File: src/rtl/prf_wb_arbiter.sv
// Purpose : shares the PRF writeback port between NUM_REQ FU completion streams;
//           each requester has a 1-entry holding buffer, round-robin grant, stale-epoch discard.
// Latency : accept at cycle N -> earliest wb_valid at N+2; aggregate 1 write/cycle.
// Backpressure: req_ready[i] = buffer i empty or being granted (independent of req_valid).
// Ports   : clk/rst_n (async active-low); req_valid/req_ready/req_pd/req_data/req_epoch
//           are flattened per-requester vectors (requester i at slice i); flush_valid/flush_epoch
//           start a new epoch; wb_* is the registered PRF write port; drop_count is a
//           saturating count of discarded stale results.
module prf_wb_arbiter #(
    parameter int NUM_REQ   = 4,
    parameter int PHYS_REGS = 64,
    parameter int DW        = 32,
    parameter int PHYS_W    = $clog2(PHYS_REGS),
    parameter int EPOCH_W   = 2
) (
    input  logic                        clk,
    input  logic                        rst_n,
    input  logic [NUM_REQ-1:0]          req_valid,
    output logic [NUM_REQ-1:0]          req_ready,
    input  logic [NUM_REQ*PHYS_W-1:0]   req_pd,
    input  logic [NUM_REQ*DW-1:0]       req_data,
    input  logic [NUM_REQ*EPOCH_W-1:0]  req_epoch,
    input  logic                        flush_valid,
    input  logic [EPOCH_W-1:0]          flush_epoch,
    output logic                        wb_valid,
    output logic [PHYS_W-1:0]           wb_pd,
    output logic [DW-1:0]               wb_data,
    output logic [EPOCH_W-1:0]          wb_epoch,
    output logic [15:0]                 drop_count
);
    localparam int PTR_W = (NUM_REQ > 1) ? $clog2(NUM_REQ) : 1;
    localparam int CNT_W = $clog2(2 * NUM_REQ + 1);

    logic [NUM_REQ-1:0]  buf_v;
    logic [PHYS_W-1:0]   buf_pd    [NUM_REQ];
    logic [DW-1:0]       buf_data  [NUM_REQ];
    logic [EPOCH_W-1:0]  buf_epoch [NUM_REQ];

    logic [PTR_W-1:0]    rr_ptr;
    logic [EPOCH_W-1:0]  cur_epoch;
    logic [EPOCH_W-1:0]  eff_epoch;

    logic [NUM_REQ-1:0]  eligible;
    logic [NUM_REQ-1:0]  grant;
    logic                any_grant;
    logic [PTR_W-1:0]    grant_idx;
    logic [NUM_REQ-1:0]  accept;
    logic [NUM_REQ-1:0]  load;
    logic [NUM_REQ-1:0]  in_drop;
    logic [NUM_REQ-1:0]  buf_drop;
    logic [CNT_W-1:0]    n_drops;
    logic [16:0]         drop_sum;

    // Incoming results are judged against the epoch that will be current after this edge.
    assign eff_epoch = flush_valid ? flush_epoch : cur_epoch;

    always_comb begin
        for (int i = 0; i < NUM_REQ; i++) begin
            eligible[i] = buf_v[i] && (buf_epoch[i] == cur_epoch) && !flush_valid;
        end
    end

    // Round-robin scan starting at rr_ptr; first eligible buffer wins.
    always_comb begin
        int idx;
        logic [PTR_W-1:0] idx_c;
        idx       = 0;
        idx_c     = '0;
        grant     = '0;
        grant_idx = '0;
        any_grant = 1'b0;
        for (int k = 0; k < NUM_REQ; k++) begin
            idx = int'(rr_ptr) + k;
            if (idx >= NUM_REQ) begin
                idx = idx - NUM_REQ;
            end
            idx_c = PTR_W'(idx);
            if (!any_grant && eligible[idx_c]) begin
                any_grant    = 1'b1;
                grant_idx    = idx_c;
                grant[idx_c] = 1'b1;
            end
        end
    end

    assign req_ready = ~buf_v | grant;
    assign accept    = req_valid & req_ready;

    always_comb begin
        n_drops = '0;
        for (int i = 0; i < NUM_REQ; i++) begin
            in_drop[i]  = accept[i] && (req_epoch[i*EPOCH_W +: EPOCH_W] != eff_epoch);
            load[i]     = accept[i] && !in_drop[i];
            // A granted buffer is never stale, so grant and stale-discard cannot overlap.
            buf_drop[i] = buf_v[i] && !grant[i] && (buf_epoch[i] != eff_epoch);
            n_drops     = n_drops + CNT_W'(in_drop[i]) + CNT_W'(buf_drop[i]);
        end
    end

    assign drop_sum = {1'b0, drop_count} + 17'(n_drops);

    always_ff @(posedge clk or negedge rst_n) begin
        if (!rst_n) begin
            buf_v      <= '0;
            rr_ptr     <= '0;
            cur_epoch  <= '0;
            wb_valid   <= 1'b0;
            wb_pd      <= '0;
            wb_data    <= '0;
            wb_epoch   <= '0;
            drop_count <= '0;
            for (int i = 0; i < NUM_REQ; i++) begin
                buf_pd[i]    <= '0;
                buf_data[i]  <= '0;
                buf_epoch[i] <= '0;
            end
        end else begin
            cur_epoch  <= eff_epoch;
            drop_count <= drop_sum[16] ? 16'hFFFF : drop_sum[15:0];

            // Load takes priority over clear so a granted buffer can refill in the same cycle.
            for (int i = 0; i < NUM_REQ; i++) begin
                if (load[i]) begin
                    buf_v[i]     <= 1'b1;
                    buf_pd[i]    <= req_pd[i*PHYS_W +: PHYS_W];
                    buf_data[i]  <= req_data[i*DW +: DW];
                    buf_epoch[i] <= req_epoch[i*EPOCH_W +: EPOCH_W];
                end else if (grant[i] || buf_drop[i]) begin
                    buf_v[i] <= 1'b0;
                end
            end

            wb_valid <= any_grant;
            if (any_grant) begin
                wb_pd    <= buf_pd[grant_idx];
                wb_data  <= buf_data[grant_idx];
                wb_epoch <= buf_epoch[grant_idx];
                rr_ptr   <= (int'(grant_idx) == NUM_REQ - 1) ? '0 : grant_idx + 1'b1;
            end
        end
    end
endmodule

File: config.mk
export PLATFORM = sky130hd
export DESIGN_NAME = prf_wb_arbiter
export DESIGN_NICKNAME = d
export VERILOG_FILES = /design/src/rtl/prf_wb_arbiter.sv
export SDC_FILE = /design/constraint.sdc
export NUM_CORES = 1
export LEC_CHECK = 0
export BUFFER_PORTS_ARGS = -buffer_cell sky130_fd_sc_hd__buf_2
export CAP_MARGIN = 15
export CORE_MARGIN = 1
export CORE_UTILIZATION = 59
export CTS_CLUSTER_SIZE = 12
export DETAILED_ROUTE_END_ITERATION = 8
export MAX_ROUTING_LAYER = met4
export PLACE_DENSITY = 0.86
export SLEW_MARGIN = 5
export SYNTH_ARGS = -nofsm -noshare
export SYNTH_HDL_FRONTEND = slang
export SYNTH_SLANG_ARGS = --single-unit
File: constraint.sdc
create_clock -name clk -period 15.7 [get_ports clk]
set_input_delay 1.57 -clock clk [delete_from_list [all_inputs] [get_ports clk]]
set_output_delay 1.57 -clock clk [all_outputs]
set_load 0.05 [all_outputs]
==> flow_summary.ini <==
[setup_path]
critical_path_class = input pin to flip-flop
cp_max_fo = 13
cp-start-kind = input pin
arrival_ns = 7.88
end_kind = flip-flop
critPathRequiredTime_ns = 16.08

[clock_network]
root_buffer = clkbuf_16
clk_latency_ns = 0.52
post-cts-setup-buffers = 0
h-tree-depth = 1
numCtsBuffers = 25
cts_resized = 0
cts_tree = yes
ctsHoldBuffers = 0
clock_sinks = 225
clk_pin_slew_ns = 0.06
clk_path_buf_depth = 3

[final_layout]
finalInstanceArea_um2 = 12870
finalNonFillerCells = 1334
drive_gt1_share_pct = 32.46
fin_util_pct = 71.88
fillers = 1244
nNetsFinal = 1271
areaGrowthSynthToFinish_pct = 19.50

[die]
initial_utilization_pct = 60.15
die_w_um = 137.1
die_h_um = 137.1
row_count = 49
core_um2 = 17900
pin_count = 230
dieArea_um2 = 18800

[global_route]
antenna_found_initial = 2
grt_pass1_vias = 8147
grt_pass1_wl_um = 42350
grt_max_degree = 88
track_usage_pct = 30.30
gr-total-overflow = 0

[yosys]
synth.area.top_cells = dfrtp_1 52%, mux2_1 10%, mux2_2 6.6%, mux2i_1 3.9%, a221oi_1 3.3%
synth_nets = 1059
synth_top_family_by_area = multiplexers
synth_cell_types = 56
synth_fa_ha_area_share_pct = 2.092
synth_simple_gate_area_share_pct = 8.552
synth.avg_cell_area_um2 = 12.31
yosys_warnings = 0
synth-seq-cells = 225
synth.top_cell.area_share_pct = 52.29
synth_seq_area_share_pct = 52.29
synthMuxAreaShare_pct = 21.26
ys.flop_type = dfrtp_1
synth_top_area_cell = dfrtp_1
synth-edff-count = 0
synth_compound_area_share_pct = 9.947
syn_inst = 875
synthXorXnorAreaFrac_pct = 2.847
synth_area_um2 = 10770
async_reset_ff_share_pct = 100.0

[worst_hold_path]
min_path_type = flip-flop to flip-flop

[place]
io_buffers = 229
dp_hpwl_um = 17950
finalWeightedCongestion = 0.9232
dp.cells = 1288
place_ws_ns = 7.696
dpl_cell_area_um2 = 12090

[timing]
max_freq_ghz = 0.1333
min_period_ns = 7.500
hold_viol = 0
drv_slew = 0
period_share_pct = 47.77
setup_tns_ns = 0
worst-slew-pin-transition_ns = 1.185
rsz0062_at_grt = false
skew_ns = 0.01470
hold-worst-slack_ns = 0.4717
setup_viol = 0
slew_headroom_pct = 20.77
setup_ws_ns = 8.200

[route]
avgViaCountPerCell = 5.918
wirelength_um = 27630
ant_nets = 0
drc = 0
avgRoutedWirePerCell_um = 20.71
drtPass1Iterations = 5
drt-initial-drc-count = 334
vias = 7895

[power_and_ir_drop]
cellPowerDensity_nw_per_um2 = 201.9
leakagePower_nw = 6.043
ir_drop_mv = 0.1741
p_total_mw = 2.598

[run]
cap_viol_max_count = 0

[status]
status = complete, no violations
==> placed cells by master, fill, tap and decap left out, drive strengths merged, types with 5 or more instances in the layout <==
master and n:
nand2 30, o21ai 9, mux2 162, mux2i 42
dfrtp 225, nand3 5, buf 240, or3 7
clkinv 5, inv 21, a31oi 6, and3 6
fa 5, a21oi 6, nor4 9, a211oi 43
ha 10, nor2 59, clkbuf 37, xnor2 23
a21o 6, nand2b 5, and2 43, a221oi 40
xor2 12
==> critical path: stages <==
cell and delay (ns):
buf_2 0.14, nand2b_1 0.21, nor3_1 0.79, nor2_1 0.10, mux4_2 0.54, a31oi_1 0.44, nand2_1 0.15, and3_1 0.22
fa_1 0.49, inv_1 0.06, fa_1 0.52, inv_1 0.05, fa_1 0.46, inv_1 0.09, fa_1 0.17, inv_1 0.06
fa_1 0.39, a21o_1 0.20, a21oi_1 0.58, or3_1 0.47, o21ai_0 0.15
==> kinds of logic (layout without fill, tap and decap cells) <==
| family | count (synthesis) | after routing |
|---|---|---|
| simple gates | 182 | 182 |
| other cells | 0 | 2 |
| compound gates | 137 | 137 |
| fa+ha+maj | 15 | 15 |
| xor+xnor | 35 | 35 |
| flops | 225 | 225 |
| buf+inv | 75 | 303 |
| mux | 206 | 206 |
==> final cells by class <==
cell class              count  area [µm²]  share of cell area, %
well taps                 229       286.5                  2.227
clock inverters             6       43.79                 0.3403
clock buffers              37       700.7                  5.445
diodes                      2       5.005                0.03890
repair buffers            240        1259                  9.782
flip-flops and latches    225        5630                  43.76
multi-input cells         575        4867                  37.83
inverters                  20       75.07                 0.5834
==> sequential cells by signal, summed over array words and instances (netlist names) <==
name and cells:
wb_data 32, cur_epoch 2, rr_ptr 2, buf_v 4, buf_pd 24, wb_valid 1, wb_pd 6, buf_data 128
buf_epoch 8, wb_epoch 2, drop_count 16
==> synth_stat cells (8+ instances only) <==
master / count
ha_1: 10
mux2i_1: 42
xnor2_1: 23
a221oi_1: 40
mux2_2: 63
a211oi_1: 40
nand2_1: 30
buf_2: 10
inv_1: 19
dfrtp_1: 225
xor2_1: 12
nor4_1: 9
nor2_1: 59
clkbuf_1: 34
mux2_1: 99
and2_1: 43
buf_4: 8
==> final timing paths <==
path | start | endpoint | slack (ns) | cells after the start
max | flush_valid | drop_count[5]$_DFF_PN0_ | 8.20 | 21
min | buf_data[63]$_DFFE_PN0P_ | buf_data[63]$_DFFE_PN0P_ | 0.47 | 1
max reg2reg | rr_ptr[0]$_DFFE_PN0P_ | drop_count[5]$_DFF_PN0_ | 8.68 | 20
min reg2reg | buf_data[63]$_DFFE_PN0P_ | buf_data[63]$_DFFE_PN0P_ | 0.47 | 1
max in group asynchronous | rst_n | buf_data[94]$_DFFE_PN0P_ | 12.75 | 4
min in group asynchronous | rst_n | buf_data[107]$_DFFE_PN0P_ | 1.01 | 1
==> power by group <==
part	switching (mW)	internal, mW	leakage (nW)	total [mW]
combinational	0.637	0.391	3.00	1.03
sequential	0.166	0.861	2.67	1.03
clock	0.234	0.309	0.367	0.543
==> routing by layer <==
metal | global-route usage [%] | part of all wire, %
met5 | - | 0
met2 | 49.38 | 49
met1 | 37.38 | 42
met4 | 8.486 | 2.2
met3 | 7.704 | 7.2
Note: power is estimated with default switching activity, not from simulation.
